File: src/rtl/vga_frame_reader_if.sv
// rtl/vga_frame_reader_if.sv - frame buffer read port between the reader and the buffer
// The buffer answers with a registered read: rd_data follows rd_addr/rd_en by one clock.
interface vga_frame_reader_if;
  logic [13:0] rd_addr;
  logic        rd_en;
  logic [7:0]  rd_data;

  modport master (output rd_addr, output rd_en, input rd_data);
  modport slave  (input rd_addr, input rd_en, output rd_data);
endinterface

File: src/rtl/vga_frame_reader.sv
// rtl/vga_frame_reader.sv - VGA timing plus 4x upscaled greyscale readout of the capture buffer
// Stage 0 counters, stage 1 read request, stage 2 buffer data, stage 3 registered pins.
module vga_frame_reader #(
  parameter int H_VIS      = 640,
  parameter int H_FP       = 16,
  parameter int H_SYNC     = 96,
  parameter int H_BP       = 48,
  parameter int V_VIS      = 480,
  parameter int V_FP       = 10,
  parameter int V_SYNC     = 2,
  parameter int V_BP       = 33,
  parameter int SRC_W      = 160,
  parameter int SRC_H      = 100,
  parameter int SCALE_LOG2 = 2,
  parameter int V_OFS      = 40
) (
  input  logic                       i_clk,
  input  logic                       i_rst,
  input  logic                       i_enable,
  vga_frame_reader_if.master         io_buf,
  output logic                       o_vga_hs,
  output logic                       o_vga_vs,
  output logic                       o_vga_de,
  output logic [3:0]                 o_vga_r,
  output logic [3:0]                 o_vga_g,
  output logic [3:0]                 o_vga_b,
  output logic                       o_frame_start
);

  localparam int WIN_LINES = SRC_H << SCALE_LOG2;

  localparam logic [9:0] H_LAST   = 10'(H_VIS + H_FP + H_SYNC + H_BP - 1);
  localparam logic [9:0] H_VIS_C  = 10'(H_VIS);
  localparam logic [9:0] HS_BEG   = 10'(H_VIS + H_FP);
  localparam logic [9:0] HS_END   = 10'(H_VIS + H_FP + H_SYNC);
  localparam logic [9:0] V_LAST   = 10'(V_VIS + V_FP + V_SYNC + V_BP - 1);
  localparam logic [9:0] V_VIS_C  = 10'(V_VIS);
  localparam logic [9:0] VS_BEG   = 10'(V_VIS + V_FP);
  localparam logic [9:0] VS_END   = 10'(V_VIS + V_FP + V_SYNC);
  localparam logic [9:0] WIN_BEG  = 10'(V_OFS);
  localparam logic [9:0] WIN_END  = 10'(V_OFS + WIN_LINES);
  localparam logic [9:0] WIN_LAST = 10'(V_OFS + WIN_LINES - 1);
  localparam logic [13:0] SRC_W_C = 14'(SRC_W);
  localparam logic [SCALE_LOG2-1:0] SUB_ONE = SCALE_LOG2'(1);

  logic [9:0]            r_h;
  logic [9:0]            r_v;
  logic [SCALE_LOG2-1:0] r_hsub;
  logic [SCALE_LOG2-1:0] r_vsub;
  logic [13:0]           r_col;
  logic [13:0]           r_line_base;
  logic [13:0]           r_rd_addr;
  logic                  r_rd_en;
  logic                  r_frame_en;
  logic [2:0]            r_hs_d;
  logic [2:0]            r_vs_d;
  logic [2:0]            r_de_d;
  logic [2:0]            r_fs_d;
  logic [1:0]            r_win_d;
  logic [3:0]            r_pix;

  logic w_h_wrap;
  logic w_frame_wrap;
  logic w_vis;
  logic w_vwin;
  logic w_win;
  logic w_hs;
  logic w_vs;
  logic w_fs;

  assign w_h_wrap     = (r_h == H_LAST);
  assign w_frame_wrap = w_h_wrap && (r_v == V_LAST);
  assign w_vis        = (r_h < H_VIS_C) && (r_v < V_VIS_C);
  assign w_vwin       = (r_v >= WIN_BEG) && (r_v < WIN_END);
  assign w_win        = (r_h < H_VIS_C) && w_vwin;
  assign w_hs         = !((r_h >= HS_BEG) && (r_h < HS_END));
  assign w_vs         = !((r_v >= VS_BEG) && (r_v < VS_END));
  assign w_fs         = (r_h == 10'd0) && (r_v == 10'd0);

  // r_col tracks H>>SCALE_LOG2 without a shift of the counter itself.
  always_ff @(posedge i_clk) begin
    if (i_rst) begin
      r_h    <= '0;
      r_v    <= '0;
      r_hsub <= '0;
      r_col  <= '0;
    end else if (w_h_wrap) begin
      r_h    <= '0;
      r_hsub <= '0;
      r_col  <= '0;
      r_v    <= (r_v == V_LAST) ? 10'd0 : r_v + 10'd1;
    end else begin
      r_h    <= r_h + 10'd1;
      r_hsub <= r_hsub + SUB_ONE;
      if (r_hsub == '1) r_col <= r_col + 14'd1;
    end
  end

  // The last window line does not advance the base, keeping the address in range.
  always_ff @(posedge i_clk) begin
    if (i_rst || w_frame_wrap) begin
      r_line_base <= '0;
      r_vsub      <= '0;
    end else if (w_h_wrap && w_vwin) begin
      r_vsub <= r_vsub + SUB_ONE;
      if ((r_vsub == '1) && (r_v != WIN_LAST)) r_line_base <= r_line_base + SRC_W_C;
    end
  end

  always_ff @(posedge i_clk) begin
    if (i_rst) begin
      r_rd_addr <= '0;
      r_rd_en   <= 1'b0;
    end else begin
      r_rd_en <= w_win;
      if (w_win) r_rd_addr <= r_line_base + r_col;
    end
  end

  always_ff @(posedge i_clk) begin
    if (i_rst) begin
      r_frame_en <= 1'b0;
    end else if (w_fs) begin
      r_frame_en <= i_enable;
    end
  end

  always_ff @(posedge i_clk) begin
    if (i_rst) begin
      r_hs_d  <= '1;
      r_vs_d  <= '1;
      r_de_d  <= '0;
      r_fs_d  <= '0;
      r_win_d <= '0;
      r_pix   <= '0;
    end else begin
      r_hs_d  <= {r_hs_d[1:0], w_hs};
      r_vs_d  <= {r_vs_d[1:0], w_vs};
      r_de_d  <= {r_de_d[1:0], w_vis};
      r_fs_d  <= {r_fs_d[1:0], w_fs};
      r_win_d <= {r_win_d[0], w_win};
      r_pix   <= (r_win_d[1] && r_frame_en) ? io_buf.rd_data[7:4] : 4'h0;
    end
  end

  assign io_buf.rd_addr = r_rd_addr;
  assign io_buf.rd_en   = r_rd_en;
  assign o_vga_hs       = r_hs_d[2];
  assign o_vga_vs       = r_vs_d[2];
  assign o_vga_de       = r_de_d[2];
  assign o_frame_start  = r_fs_d[2];
  assign o_vga_r        = r_pix;
  assign o_vga_g        = r_pix;
  assign o_vga_b        = r_pix;

endmodule

File: src/flat_wrapper.sv
// flat-port wrapper written by rule: the top's interface ports become plain ports
module vga_frame_reader_flat 
#(
  parameter int H_VIS      = 640,
  parameter int H_FP       = 16,
  parameter int H_SYNC     = 96,
  parameter int H_BP       = 48,
  parameter int V_VIS      = 480,
  parameter int V_FP       = 10,
  parameter int V_SYNC     = 2,
  parameter int V_BP       = 33,
  parameter int SRC_W      = 160,
  parameter int SRC_H      = 100,
  parameter int SCALE_LOG2 = 2,
  parameter int V_OFS      = 40
)
  (i_clk, i_rst, i_enable, o_vga_hs, o_vga_vs, o_vga_de, o_vga_r, o_vga_g, o_vga_b, o_frame_start, io_buf_rd_addr, io_buf_rd_en, io_buf_rd_data);
  vga_frame_reader_if io_buf_i ();
  input  logic i_clk;
  input  logic i_rst;
  input  logic i_enable;
  output logic o_vga_hs;
  output logic o_vga_vs;
  output logic o_vga_de;
  output logic [3:0] o_vga_r;
  output logic [3:0] o_vga_g;
  output logic [3:0] o_vga_b;
  output logic o_frame_start;
  output wire logic [$bits(io_buf_i.rd_addr)-1:0] io_buf_rd_addr;
  output wire logic [$bits(io_buf_i.rd_en)-1:0] io_buf_rd_en;
  input wire logic [$bits(io_buf_i.rd_data)-1:0] io_buf_rd_data;
  assign io_buf_rd_addr = io_buf_i.rd_addr;
  assign io_buf_rd_en = io_buf_i.rd_en;
  assign io_buf_i.rd_data = io_buf_rd_data;
  vga_frame_reader #(.H_VIS(H_VIS), .H_FP(H_FP), .H_SYNC(H_SYNC), .H_BP(H_BP), .V_VIS(V_VIS), .V_FP(V_FP), .V_SYNC(V_SYNC), .V_BP(V_BP), .SRC_W(SRC_W), .SRC_H(SRC_H), .SCALE_LOG2(SCALE_LOG2), .V_OFS(V_OFS)) u_core (.i_clk(i_clk), .i_rst(i_rst), .i_enable(i_enable), .io_buf(io_buf_i), .o_vga_hs(o_vga_hs), .o_vga_vs(o_vga_vs), .o_vga_de(o_vga_de), .o_vga_r(o_vga_r), .o_vga_g(o_vga_g), .o_vga_b(o_vga_b), .o_frame_start(o_frame_start));
endmodule
File: config.mk
export PLATFORM = sky130hd
export DESIGN_NAME = vga_frame_reader_flat
export DESIGN_NICKNAME = d
export VERILOG_FILES = /design/src/rtl/vga_frame_reader_if.sv /design/src/rtl/vga_frame_reader.sv /design/src/flat_wrapper.sv
export SDC_FILE = /design/constraint.sdc
export NUM_CORES = 1
export LEC_CHECK = 0
export BUFFER_PORTS_ARGS = -buffer_cell sky130_fd_sc_hd__buf_2
export CAP_MARGIN = 15
export CORE_MARGIN = 2
export CORE_UTILIZATION = 58
export DETAILED_ROUTE_END_ITERATION = 12
export GPL_TIMING_DRIVEN = 0
export PLACE_DENSITY_LB_ADDON = 0.15
export SYNTH_ARGS = -nofsm -noshare
export SYNTH_HDL_FRONTEND = slang
export SYNTH_SLANG_ARGS = --single-unit
File: constraint.sdc
create_clock -name i_clk -period 2.6 [get_ports i_clk]
set_clock_uncertainty 0.1 [all_clocks]
set_input_delay 0.52 -clock i_clk [delete_from_list [all_inputs] [get_ports i_clk]]
set_output_delay 0.52 -clock i_clk [all_outputs]
set_load 0.01 [all_outputs]
# After elaboration in Yosys (flattened, before gate mapping)
# Index checks and enable logic that the tools add are counted.
[totals]
ff_bits = 86
latchBits = 0
mem_bits_rw = 0
romBits = 0
inputBits = 11
output_inout_bits = 31
wordCells = 55
n_memories = 0
[classes]
add_sub_neg = 7
mul = 0
div = 0
n_lt_le_gt_ge = 8
eq_ne = 5
shifts = 0
n_mux = 1
bitwise = 1
n_reduce_logical = 18
[ops]
columns = ["cell", "count"]
rows = [
  ["less-than comparator 10 x 9 -> 1 bit (second input constant)", 3],
  ["adder 10 x 1 -> 10 bit (second input constant)", 2],
  ["equality test 10 bit (second input constant)", 2],
  ["logical NOT 10 bit", 2],
  ["less-than comparator 10 bit (second input constant)", 2],
  ["adder 14 x 1 -> 14 bit (second input constant)", 1],
  ["adder 14 bit", 1],
  ["adder 14 x 8 -> 14 bit (second input constant)", 1],
  ["greater-or-equal comparator 10 bit (second input constant)", 1],
  ["greater-or-equal comparator 10 x 6 -> 1 bit (second input constant)", 1],
  ["greater-or-equal comparator 10 x 9 -> 1 bit (second input constant)", 1],
  ["logical AND 1 bit", 10],
  ["2-to-1 mux 10 bit", 1],
  ["!= test 10 x 9 -> 1 bit (second input constant)", 1],
  ["adder 2 x 1 -> 2 bit (second input constant)", 2],
  ["equality test 2 bit (second input constant)", 2],
  ["OR reduction 2 bit", 2],
  ["logical NOT 1 bit", 2],
  ["AND reduction 2 bit", 1],
  ["logical OR 1 bit", 1],
  ["inverter 1 bit", 1],
]

# Longest topological paths before layout
# Gate-level depths: netlist of run 1.
[depth]
depth_word = 4
depth_mapped = 8
ltp_nobuf = 7

# Worst setup path before layout of run 1
# OpenSTA, ideal clock, no wires.
[synth_timing]
kind = "register to register"
start = "reg u_core.r_h[0]"
end = "reg u_core.r_line_base[12]"
setup_ps = 72
t_arrival_ps = 2059
required_time_ps = 2428
setup_slack_ps = 370
stages_incl_launch_ff = 8
path_buffers = 1
synth_period_minus_slack_ps = 2230
path_cell_list = "dfxtp_1 ha_1 nand4_2 or2_0 or4_4 buf_6 nor4_4 mux2i_1"
[synth_via]
elab_chain_cells = 3
elab_cells_between_ends = 5
classes_between = "eq/ne: 1; reduce/logical: 4"
[synth_rtl]
columns = ["item", "line", "rtl"]
rows = [
  ["from (decl)", "vga_frame_reader.sv:46", "logic [9:0] r_h;"],
  ["from (signal assigned)", "vga_frame_reader.sv:93", "r_h <= r_h + 10'd1;"],
  ["equality test 10 bit (*)", "vga_frame_reader.sv:71", "assign w_h_wrap = (r_h == H_LAST);"],
  ["logical AND 1 bit (on tied branches)", "vga_frame_reader.sv:104, vga_frame_reader.sv:72", ""],
  ["AND reduction 2 bit (no line) / logical OR 1 bit (equally long branches)", "-", ""],
  ["to (signal assigned)", "vga_frame_reader.sv:106", "if ((r_vsub == '1) && (r_v != WIN_LAST)) r_line_base <= r_line_base + SRC_W_C;"],
  ["to (decl)", "vga_frame_reader.sv:51", "logic [13:0] r_line_base;"],
]
# Every way passes the cells marked *; elsewhere a longest branch is shown, timed or not.
# A chain may end at the register's enable or synchronous reset.

# Final worst setup path of run 1
[layout_timing]
start = "reg u_core.r_h[0]"
end = "reg u_core.r_line_base[13]"
# Same word-level chain as after synthesis.

==> insert_results.sql, run 1 <==
INSERT INTO impl_metrics (metric_group, metric, value, unit) VALUES
('drt', 'first_pass_iters', '4', ''),
('drt', 'drt_wl_total', '7.44', 'mm'),
('clock_network', 'clk_path_buf_depth', '2', ''),
('sta', 'setup-violations-final', '0', ''),
('floorplan', 'core_box_area', '6030', 'um^2'),
('grt', 'antenna_found_initial', '0', ''),
('sta', 'relSlewSlack', '55.1', '%'),
('synthesis', 'ys_seq_area_share', '43.6', '%'),
('synthesis', 'yosysWarnings', '0', ''),
('critical_path', 'worstSetupEndpointType', 'register', ''),
('drt', 'routed_wire_per_std_cell', '13.7', 'um'),
('drt', 'dr_total_vias', '2959', ''),
('place', 'gp_routability_congestion', '0.842', ''),
('final_layout', 'final_cell_area', '4190', 'um^2'),
('synthesis', 'synth-edff-count', '0', ''),
('grt', 'grt_pass1_wl', '12.6', 'mm'),
('grt', 'overflow', '0', ''),
('floorplan', 'dieArea', '6980', 'um^2'),
('critical_path', 'slack_of_the_worst_reg_to_reg_path', '0.13', 'ns'),
('clock_network', 'htreeDepth', '3', ''),
('sta', 'final.setup.tns', '0', 'ns'),
('sta', 'slew_violations', '0', ''),
('power_and_ir_drop', 'power', '2.39', 'mW'),
('final_layout', 'final_layout_size_suffix_gt1_share', '17.1', '%'),
('clock_network', 'clock_latency', '0.34', 'ns'),
('critical_path', 'worstPathCellList', 'ha_2, nand4_2, or2_0, or4_4, buf_6, nor4_4, mux2i_1', ''),
('floorplan', 'io_pins', '42', ''),
('sta', 'timing.final.crit_share', '94.8', '%'),
('sta', 'clock.fmax', '0.406', 'GHz'),
('run_status', 'outcome', 'finished clean', ''),
('final_layout', 'mostFrequentLayoutCells', '80 x sky130_fd_sc_hd__dfxtp_1, 53 x sky130_fd_sc_hd__nor2_1, 51 x sky130_fd_sc_hd__nand2_1', ''),
('critical_path', 'slowest_stage_cell_crit_path', 'sky130_fd_sc_hd__or4_4', ''),
('floorplan', 'die_w', '83.6', 'um'),
('power_and_ir_drop', 'power.ir.vdd_worst', '0.482', 'mV'),
('critical_path', 'r2r_end', 'u_core.r_line_base[13]$_SDFFE_PP0P_', ''),
('critical_path', 'crit-reg2reg-launch', 'u_core.r_h[0]$_SDFF_PP0_', ''),
('power_and_ir_drop', 'power_density', '570', 'nW/um^2'),
('synthesis', 'post_synth.cell_area_avg', '8.87', 'um^2'),
('sta', 'rsz_0062_raised_after_global_routing', 'false', ''),
('clock_network', 'tritoncts_num_sinks', '80', ''),
('grt', 'track_usage', '22.2', '%'),
('synthesis', 'yosys_most_used_dff', 'sky130_fd_sc_hd__dfxtp_1', ''),
('drt', 'initialDrtViolationCount', '139', ''),
('place', 'place.port_buffers', '37', ''),
('place', 'dpl_cell_area', '3950', 'um^2'),
('synthesis', 'synth.distinct_cells', '50', ''),
('critical_path', 'worstSetupPathDepth', '7', ''),
('synthesis', 'share_of_async_settable_or_async_resettable_flops_after_synthesis', '0', '%'),
('critical_path', 'cp.buffers_inverters', '1', ''),
('floorplan', 'rows', '28', ''),
('power_and_ir_drop', 'p_leak', '1.80', 'nW'),
('floorplan', 'initial_core_util', '60.9', '%'),
('final_layout', 'layout.cells.most_common', 'sky130_fd_sc_hd__dfxtp_1', ''),
('drt', 'drt_drc_violations_left', '0', ''),
('critical_path', 'worstSetupEndpoint', 'u_core.r_line_base[13]$_SDFFE_PP0P_', ''),
('drt', 'vias_per_cell', '5.46', ''),
('clock_network', 'clock_tree.root_cell', 'sky130_fd_sc_hd__clkbuf_8', ''),
('final_layout', 'finalNetCount', '491', ''),
('synthesis', 'ys_seq_elements', '80', ''),
('critical_path', 'worstRegToRegCells', '7', ''),
('clock_network', 'cts_tree', 'yes', ''),
('sta', 'post-route-min-period', '2.47', 'ns'),
('final_layout', 'area_delta_synth_final', '14.1', '%'),
('synthesis', 'post_synth_instance_area', '3670', 'um^2'),
('drt', 'antenna_violating_nets_left', '0', ''),
('sta', 'finalHoldViolCount', '0', ''),
('final_layout', 'antennaDiodeCount', '0', ''),
('job', 'cap_viol_max_count', '0', ''),
('grt', 'grt_pass1_vias', '2775', ''),
('sta', 'timing_worst_slew_pin_value', '0.668', 'ns'),
('synthesis', 'synth.net_count', '443', '');
## per-layer routing
| metal | global-route usage (%) | part of all wire (%) |
|---|---|---|
| met1 | 26.3 | 44 |
| met2 | 38.7 | 49 |
| met3 | 6.23 | 5.1 |
| met4 | 7.48 | 2.0 |
| met5 | 0 | 0 |
## through the flow
step	hold WS (ns)	util [%]	worst slack [ns]	cells
6_report	0.274	69.5	0.135	542
5_1_grt	0.260	69.5	0.0103	542
4_1_cts	0.261	69.5	0.0828	542
3_5_place_dp	0.294	65.6	0.0961	526
3_3_place_gp	0.291	65.6	0.153	526
2_1_floorplan	0.289	-	0.370	414
## layout make-up
type / instances / area (um^2)
Buffer: 27 / 146
Clock buffer: 10 / 128
Inverter: 10 / 37.5
Multi-Input combinational cell: 297 / 1890
Clock inverter: 6 / 108
Sequential cell: 80 / 1600
Tap cell: 75 / 93.8
Fill cell: 488 / 1840
Timing Repair Buffer: 37 / 185
## synth_stat cells, types with 8 or more instances
library cell / number / area share, %
sky130_fd_sc_hd__inv_1: 10 / 1.0
sky130_fd_sc_hd__xor2_1: 23 / 5.5
sky130_fd_sc_hd__clkbuf_1: 13 / 1.3
sky130_fd_sc_hd__ha_1: 17 / 5.8
sky130_fd_sc_hd__buf_4: 8 / 1.6
sky130_fd_sc_hd__xnor2_1: 13 / 3.1
sky130_fd_sc_hd__nor3_1: 12 / 1.6
sky130_fd_sc_hd__nand3_1: 12 / 1.6
sky130_fd_sc_hd__nand2_1: 51 / 5.2
sky130_fd_sc_hd__nor2_1: 53 / 5.4
sky130_fd_sc_hd__a21oi_1: 16 / 2.2
sky130_fd_sc_hd__and3_1: 8 / 1.4
sky130_fd_sc_hd__dfxtp_1: 80 / 44
sky130_fd_sc_hd__nand4_1: 9 / 1.5
## sequential cells by signal, indices dropped and copies added (netlist names)
signal	cells
u_core.r_v	10
u_core.r_fs_d	3
u_core.r_hs_d	3
u_core.r_line_base	9
u_core.r_col	14
u_core.r_vs_d	3
u_core.r_h	10
u_core.o_vga_b	4
u_core.r_de_d	3
u_core.r_hsub	2
u_core.io_buf.rd_addr	14
u_core.r_win_d	2
u_core.r_frame_en	1
u_core.r_vsub	2
## worst min-delay path by stage
stage                           startpoint                      endpoint  slack, ns  cells past startpoint
2_1_floorplan  u_core.r_hs_d[0]$_SDFF_PP1_   u_core.r_hs_d[1]$_SDFF_PP1_       0.29                      1
3_3_place_gp   u_core.r_hs_d[0]$_SDFF_PP1_   u_core.r_hs_d[1]$_SDFF_PP1_       0.29                      1
3_5_place_dp   u_core.r_hs_d[0]$_SDFF_PP1_   u_core.r_hs_d[1]$_SDFF_PP1_       0.29                      1
4_1_cts                  io_buf_rd_data[4]  u_core.o_vga_b[0]$_SDFF_PP0_       0.26                      2
5_1_grt                  io_buf_rd_data[6]  u_core.o_vga_b[2]$_SDFF_PP0_       0.26                      2
6_report                 io_buf_rd_data[6]  u_core.o_vga_b[2]$_SDFF_PP0_       0.27                      2
## power by group
group | switching [mW] | internal, mW | total, mW
sequential | 0.00945 | 1.24 | 1.25
clock | 0.435 | 0.635 | 1.07
combinational | 0.0432 | 0.0265 | 0.0698
total | 0.488 | 1.90 | 2.39
## logic make-up after synthesis
family / synth area share [%]
simple gates: 27.4
flops: 43.6
compound gates: 7.43
buf+inv: 4.94
xor+xnor: 8.59
fa+ha+maj: 6.34
mux: 1.64
## timing repair
| action | CTS | global route |
|---|---|---|
| setup buffers | 0 | 0 |
| hold buffers | 0 | 0 |
| setup endpoints to repair | 0 | 22 |
| gates resized for setup | 0 | 5 |
Note: power is estimated with default switching activity, not from simulation.
==> run 2, diff against run 1 <==
--- a/config.mk
+++ b/config.mk
@@ -8,7 +8,7 @@
 export BUFFER_PORTS_ARGS = -buffer_cell sky130_fd_sc_hd__buf_2
 export CAP_MARGIN = 15
 export CORE_MARGIN = 2
-export CORE_UTILIZATION = 58
+export CORE_UTILIZATION = 40
 export DETAILED_ROUTE_END_ITERATION = 12
 export GPL_TIMING_DRIVEN = 0
 export PLACE_DENSITY_LB_ADDON = 0.15
==> run 2 against run 1 <==
  * Cell count is 6.1% higher
  * Sequential power hardly changed
  * Clock-buffer cell count fell by 1
  * Sequential share of layout area down 0.068 points
  * Via count decreased by 0.57%
  * Power shrank 5.3%
  * Setup slack better by 0.036 ns
  * First-iteration DRC count fell by 45%
  * Non-clock buffer count unchanged
  * Clock power fell by 12%
  * Final area increased by 0.18%
==> insert_results.sql, run 2 (synthesis results as in run 1) <==
INSERT INTO impl_metrics (metric_group, metric, value, unit) VALUES
('critical_path', 'worstPathRequired', '2.79', 'ns'),
('clock_network', 'clk_pin_slew', '0.09', 'ns'),
('power_and_ir_drop', 'clock_power_share', '41.8', '%'),
('grt', 'grt_max_degree', '16', ''),
('power_and_ir_drop', 'power', '2.26', 'mW'),
('critical_path', 'critical_path.startpoint_type', 'register', ''),
('floorplan', 'core_box_area', '8810', 'um^2'),
('sta', 'post-route-min-period', '2.43', 'ns'),
('critical_path', 'slack_of_the_worst_reg_to_reg_path', '0.17', 'ns'),
('drt', 'routed_wire_per_std_cell', '13.4', 'um'),
('clock_network', 'tritoncts_num_sinks', '80', ''),
('power_and_ir_drop', 'power_report.internal_total', '1.72', 'mW'),
('final_layout', 'count_of_filler_cells_inserted_in_the_layout', '886', ''),
('clock_network', 'postCtsSetupRepairBufs', '0', ''),
('place', 'gp_routability_congestion', '0.792', ''),
('place', 'place.port_buffers', '37', ''),
('sta', 'rsz_0062_raised_after_global_routing', 'false', ''),
('final_layout', 'antennaDiodeCount', '0', ''),
('floorplan', 'io_pins', '42', ''),
('critical_path', 'worstSetupEndpointType', 'register', ''),
('clock_network', 'htreeDepth', '3', ''),
('sta', 'finalHoldViolCount', '0', ''),
('final_layout', 'final_layout_size_suffix_gt1_share', '17.1', '%'),
('drt', 'initialDrtViolationCount', '76', ''),
('clock_network', 'cts-hold-fix-buffers', '0', ''),
('power_and_ir_drop', 'power.ir.vdd_worst', '0.307', 'mV'),
('power_and_ir_drop', 'switching_share_of_power', '24.0', '%'),
('clock_network', 'cts_tree', 'yes', ''),
('drt', 'first_pass_iters', '4', ''),
('sta', 'relSlewSlack', '44.2', '%'),
('clock_network', 'clock_tree.root_cell', 'sky130_fd_sc_hd__clkbuf_8', ''),
('job', 'cap_viol_max_count', '0', ''),
('drt', 'drt_drc_violations_left', '0', ''),
('critical_path', 'slowest_stage_cell_crit_path', 'sky130_fd_sc_hd__or4_4', ''),
('grt', 'overflow', '0', ''),
('sta', 'clock.fmax', '0.412', 'GHz'),
('floorplan', 'die_h', '99.8', 'um'),
('clock_network', 'clk_path_buf_depth', '2', ''),
('final_layout', 'finalCoreUtilization', '47.7', '%'),
('critical_path', 'critPathTopFamily', 'simple AND/OR/NAND/NOR gates', ''),
('sta', 'setup-violations-final', '0', ''),
('final_layout', 'area_delta_synth_final', '14.3', '%'),
('floorplan', 'dieArea', '9960', 'um^2'),
('critical_path', 'crit_fanout', '10', ''),
('floorplan', 'die_w', '99.8', 'um'),
('grt', 'grt_pass1_wl', '13.2', 'mm'),
('power_and_ir_drop', 'p_leak', '1.79', 'nW'),
('run_status', 'outcome', 'finished clean', ''),
('drt', 'antenna_violating_nets_left', '0', ''),
('power_and_ir_drop', 'power_density', '539', 'nW/um^2'),
('critical_path', 'cp.buffers_inverters', '1', ''),
('floorplan', 'initial_core_util', '41.7', '%'),
('hold_path', 'hold_class', 'in -> reg', ''),
('critical_path', 'worst_ep_arrival_time', '2.62', 'ns'),
('sta', 'slew_violations', '0', ''),
('sta', 'final.setup.tns', '0', 'ns'),
('sta', 'timing_worst_slew_pin_value', '0.831', 'ns'),
('power_and_ir_drop', 'seq_power_share', '55.1', '%'),
('critical_path', 'worstPathCellList', 'ha_1, nand4_2, or2_0, or4_4, buf_6, nor4_4, mux2i_1', ''),
('grt', 'track_usage', '16.7', '%'),
('power_and_ir_drop', 'power_switching', '542', 'uW'),
('grt', 'grt_pass1_vias', '2749', ''),
('grt', 'antenna_found_initial', '0', ''),
('final_layout', 'layout.cells.most_common', 'sky130_fd_sc_hd__dfxtp_1', ''),
('place', 'post-dp-hpwl', '5.66', 'mm'),
('final_layout', 'finalNetCount', '491', ''),
('critical_path', 'worstSetupPathType', 'reg -> reg', ''),
('critical_path', 'critical-path-max-stage-delay', '0.56', 'ns'),
('clock_network', 'cts_made_buffers', '9', ''),
('sta', 'timing.final.crit_share', '93.4', '%'),
('drt', 'drt_wl_total', '7.71', 'mm'),
('final_layout', 'mostFrequentLayoutCells', '80 x sky130_fd_sc_hd__dfxtp_1, 53 x sky130_fd_sc_hd__nor2_1, 51 x sky130_fd_sc_hd__nand2_1', ''),
('sta', 'whs', '0.252', 'ns'),
('drt', 'vias_per_cell', '5.12', ''),
('power_and_ir_drop', 'pwr-share-comb', '3.1', '%'),
('clock_network', 'clock_latency', '0.36', 'ns'),
('clock_network', 'post_cts_resize_count', '0', ''),
('floorplan', 'rows', '34', ''),
('drt', 'dr_total_vias', '2942', '');
-- run 2: cell types whose count changed in the layout (fill, tap and decap cells not counted), sizes merged --
cell and change:
inv +2, clkinv +1, bufinv -2, clkbuf -1
-- run 2: stage by stage --
stage | instance area [um^2] | worst slack, ns | instances
5_1_grt | 4200 | 0.0165 | 575
4_1_cts | 4200 | 0.140 | 575
3_5_place_dp | 3990 | 0.177 | 559
6_report | 4200 | 0.171 | 575
2_1_floorplan | 3670 | 0.370 | 414
3_3_place_gp | 3990 | 0.180 | 559
-- run 2: layout make-up --
class	count	area (um^2)	share of cell area, %
Buffer	27	146	3.49
Timing Repair Buffer	37	185	4.41
Multi-Input combinational cell	297	1890	45.0
Tap cell	108	135	3.22
Clock inverter	7	80.1	1.91
Sequential cell	80	1600	38.2
Clock buffer	9	124	2.95
Inverter	10	37.5	0.894
-- run 2: per-layer routing --
| metal | global-route usage [%] | wire length, um | up-vias |
|---|---|---|---|
| li1 | - | - | 1515 |
| met1 | 22.1 | 3770 | 1358 |
| met2 | 26.3 | 3480 | 54 |
| met3 | 3.41 | 286 | 15 |
| met4 | 7.59 | 175 | 0 |
| met5 | 0 | 0 | - |
-- run 2: worst paths after layout --
check / startpoint / endpoint / cells after the start
worst max-delay path: u_core.r_h[0]$_SDFF_PP0_ / u_core.r_line_base[13]$_SDFFE_PP0P_ / 7
worst min-delay path: io_buf_rd_data[7] / u_core.o_vga_b[3]$_SDFF_PP0_ / 2
worst max register to register: u_core.r_h[0]$_SDFF_PP0_ / u_core.r_line_base[13]$_SDFFE_PP0P_ / 7
worst min register to register: u_core.r_hs_d[1]$_SDFF_PP1_ / u_core.r_hs_d[2]$_SDFF_PP1_ / 1
-- run 2: power by group through the flow --
stage	registers (mW)	clock network, mW	logic [mW]
2_1_floorplan	1.28	0	0.0475
3_3_place_gp	1.28	0	0.0689
3_5_place_dp	1.28	0	0.0700
4_1_cts	1.25	0.979	0.0705
5_1_grt	1.25	1.05	0.0795
6_report	1.25	0.945	0.0700
==> run 3, diff against run 2 <==
--- a/config.mk
+++ b/config.mk
@@ -7,7 +7,8 @@
 export LEC_CHECK = 0
 export BUFFER_PORTS_ARGS = -buffer_cell sky130_fd_sc_hd__buf_2
 export CAP_MARGIN = 15
-export CORE_MARGIN = 2
+export CELL_PAD_IN_SITES_DETAIL_PLACEMENT = 1
+export CELL_PAD_IN_SITES_GLOBAL_PLACEMENT = 1
 export CORE_UTILIZATION = 40
 export DETAILED_ROUTE_END_ITERATION = 12
 export GPL_TIMING_DRIVEN = 0
==> run 3 against run 2 <==
  * The flow now finishes with violations (design-rule violations)
  * Cell count stayed put
  * Sequential share of layout area is 0.24 points lower
  * Global-route usage is 2.0 points higher
  * Non-clock buffer count stayed put
  * Worst hold slack better by 0.011 ns
  * Critical endpoint unchanged
  * Highest routed layer unchanged
==> insert_results.sql, run 3 (synthesis results as in run 1) <==
INSERT INTO impl_metrics (metric_group, metric, value, unit) VALUES
('sta', 'clock.fmax', '0.411', 'GHz'),
('drt', 'drt_wl_total', '8.54', 'mm'),
('run_status', 'outcome', 'complete, but fails checks', ''),
('drt', 'vias_per_cell', '5.20', ''),
('place', 'place.detailed.instances', '559', ''),
('power_and_ir_drop', 'p_leak', '1.80', 'nW'),
('floorplan', 'rows', '34', ''),
('critical_path', 'worstSetupPathType', 'reg -> reg', ''),
('critical_path', 'slack_of_the_worst_reg_to_reg_path', '0.17', 'ns'),
('grt', 'track_usage', '18.6', '%'),
('hold_path', 'hold_path.startpoint', 'io_buf_rd_data[4]', ''),
('sta', 'slew_violations', '0', ''),
('place', 'place.port_buffers', '37', ''),
('clock_network', 'cts-hold-fix-buffers', '0', ''),
('sta', 'setup-violations-final', '0', ''),
('floorplan', 'dieArea', '9560', 'um^2'),
('final_layout', 'finalNetCount', '491', ''),
('floorplan', 'core_box_area', '8810', 'um^2'),
('place', 'post-dp-hpwl', '6.15', 'mm'),
('hold_path', 'hold_class', 'in -> reg', ''),
('clock_network', 'cts_made_buffers', '9', ''),
('grt', 'antenna_found_initial', '0', ''),
('critical_path', 'cp.buffers_inverters', '1', ''),
('grt', 'grt_pass1_wl', '14.1', 'mm'),
('critical_path', 'worst_ep_arrival_time', '2.61', 'ns'),
('critical_path', 'worstSetupEndpointType', 'register', ''),
('critical_path', 'critical_path.startpoint_type', 'register', ''),
('sta', 'finalHoldViolCount', '0', ''),
('clock_network', 'clock_latency', '0.36', 'ns'),
('final_layout', 'final_layout_size_suffix_gt1_share', '17.3', '%'),
('critical_path', 'crit-reg2reg-launch', 'u_core.r_h[0]$_SDFF_PP0_', ''),
('clock_network', 'tritoncts_num_sinks', '80', ''),
('run_status', 'violations', 'design-rule violations', ''),
('clock_network', 'postCtsSetupRepairBufs', '0', ''),
('critical_path', 'worstPathRequired', '2.78', 'ns'),
('grt', 'overflow', '0', ''),
('final_layout', 'antennaDiodeCount', '0', ''),
('job', 'cap_viol_max_count', '0', ''),
('final_layout', 'mostFrequentLayoutCells', '80 x sky130_fd_sc_hd__dfxtp_1, 53 x sky130_fd_sc_hd__nor2_1, 51 x sky130_fd_sc_hd__nand2_1', ''),
('final_layout', 'area_delta_synth_final', '15.1', '%'),
('drt', 'routed_wire_per_std_cell', '14.9', 'um'),
('power_and_ir_drop', 'power_density', '562', 'nW/um^2'),
('sta', 'rsz_0062_raised_after_global_routing', 'false', ''),
('final_layout', 'layout.cells.most_common', 'sky130_fd_sc_hd__dfxtp_1', ''),
('clock_network', 'htreeDepth', '3', ''),
('drt', 'initialDrtViolationCount', '69', ''),
('power_and_ir_drop', 'power.ir.vdd_worst', '0.308', 'mV'),
('critical_path', 'worstPathCellList', 'ha_2, nand4_2, or2_0, or4_4, buf_6, nor4_4, mux2i_1', ''),
('final_layout', 'finish.cell_count_without_fillers', '575', ''),
('critical_path', 'crit_fanout', '10', ''),
('grt', 'grt_max_degree', '15', ''),
('sta', 'timing_worst_slew_pin_value', '0.738', 'ns'),
('floorplan', 'initial_core_util', '41.7', '%'),
('critical_path', 'slowest_stage_cell_crit_path', 'sky130_fd_sc_hd__or4_4', ''),
('clock_network', 'clk_pin_slew', '0.09', 'ns'),
('critical_path', 'critPathTopFamily', 'simple AND/OR/NAND/NOR gates', ''),
('clock_network', 'clk_path_buf_depth', '2', ''),
('drt', 'dr_total_vias', '2988', ''),
('critical_path', 'critical-path-max-stage-delay', '0.56', 'ns'),
('drt', 'first_pass_iters', '10', ''),
('critical_path', 'crit_start', 'u_core.r_h[0]$_SDFF_PP0_', ''),
('final_layout', 'finalCoreUtilization', '48.0', '%'),
('sta', 'timing.final.crit_share', '93.5', '%'),
('floorplan', 'io_pins', '42', ''),
('drt', 'antenna_violating_nets_left', '0', ''),
('sta', 'relSlewSlack', '50.5', '%'),
('clock_network', 'cts_tree', 'yes', ''),
('clock_network', 'clock_tree.root_cell', 'sky130_fd_sc_hd__clkbuf_8', ''),
('grt', 'grt_pass1_vias', '2952', ''),
('sta', 'post-route-min-period', '2.43', 'ns'),
('place', 'gp_routability_congestion', '0.772', ''),
('drt', 'drt_drc_violations_left', '12', ''),
('floorplan', 'die_w', '97.8', 'um'),
('sta', 'final.setup.tns', '0', 'ns'),
('floorplan', 'die_h', '97.8', 'um');
## run 3: changes by cell type in the layout (fill, tap and decap cells not counted)
cell,delta
sky130_fd_sc_hd__clkinv_4,-1
sky130_fd_sc_hd__inv_8,-1
sky130_fd_sc_hd__ha_2,+1
sky130_fd_sc_hd__bufinv_16,+1
sky130_fd_sc_hd__clkbuf_8,+1
sky130_fd_sc_hd__ha_1,-1
## run 3: what timing repair did
item,CTS,global route
gates resized for setup,0,5
hold endpoints to repair,0,0
endpoints found under the setup margin,0,21
## run 3: per-layer routing
metal	GRT usage, %	routed length, um	vias to the layer above
met5	0	0	-
met4	5.71	91	0
met3	4.44	245	8
met2	32.5	4200	39
met1	22.8	4000	1434
li1	-	-	1507
## run 3: final timing paths
kind,endpoint,cells after the start
min reg2reg,u_core.r_hs_d[1]$_SDFF_PP1_,1
max,u_core.r_line_base[13]$_SDFFE_PP0P_,7
max reg2reg,u_core.r_line_base[13]$_SDFFE_PP0P_,7
min,u_core.o_vga_b[0]$_SDFF_PP0_,2
## run 3: cell type report
cell class / instances / area [um^2]
well taps: 108 / 135
clock buffers: 10 / 138
clock inverters: 6 / 90.1
inverters: 10 / 37.5
flip-flops and latches: 80 / 1600
repair buffers: 37 / 185
multi-input cells: 297 / 1890
plain buffers: 27 / 146
fillers: 1046 / 4580
## run 3: worst reg2reg max path, stage by stage (launching register included)
cell and delay [ns]:
sky130_fd_sc_hd__dfxtp_1 0.39, sky130_fd_sc_hd__ha_2 0.26, sky130_fd_sc_hd__nand4_2 0.15, sky130_fd_sc_hd__or2_0 0.27, sky130_fd_sc_hd__or4_4 0.57, sky130_fd_sc_hd__buf_6 0.18
sky130_fd_sc_hd__nor4_4 0.26, sky130_fd_sc_hd__mux2i_1 0.20
## run 3: report_power, final
part	internal, mW	total [mW]	switching [mW]
logic	0.0265	0.0712	0.0447
registers	1.24	1.25	0.00943
clock network	0.571	1.05	0.484
total	1.84	2.37	0.538
## run 3: per-stage QoR
stage	area, um^2	hold slack (ns)	total power [mW]	setup WS [ns]
2_1_floorplan	3670	0.289	1.32	0.370
3_3_place_gp	3990	0.291	1.35	0.168
3_5_place_dp	3990	0.296	1.35	0.142
4_1_cts	4220	0.258	2.40	0.0977
5_1_grt	4220	0.252	2.47	0.0114
6_report	4220	0.264	2.37	0.168
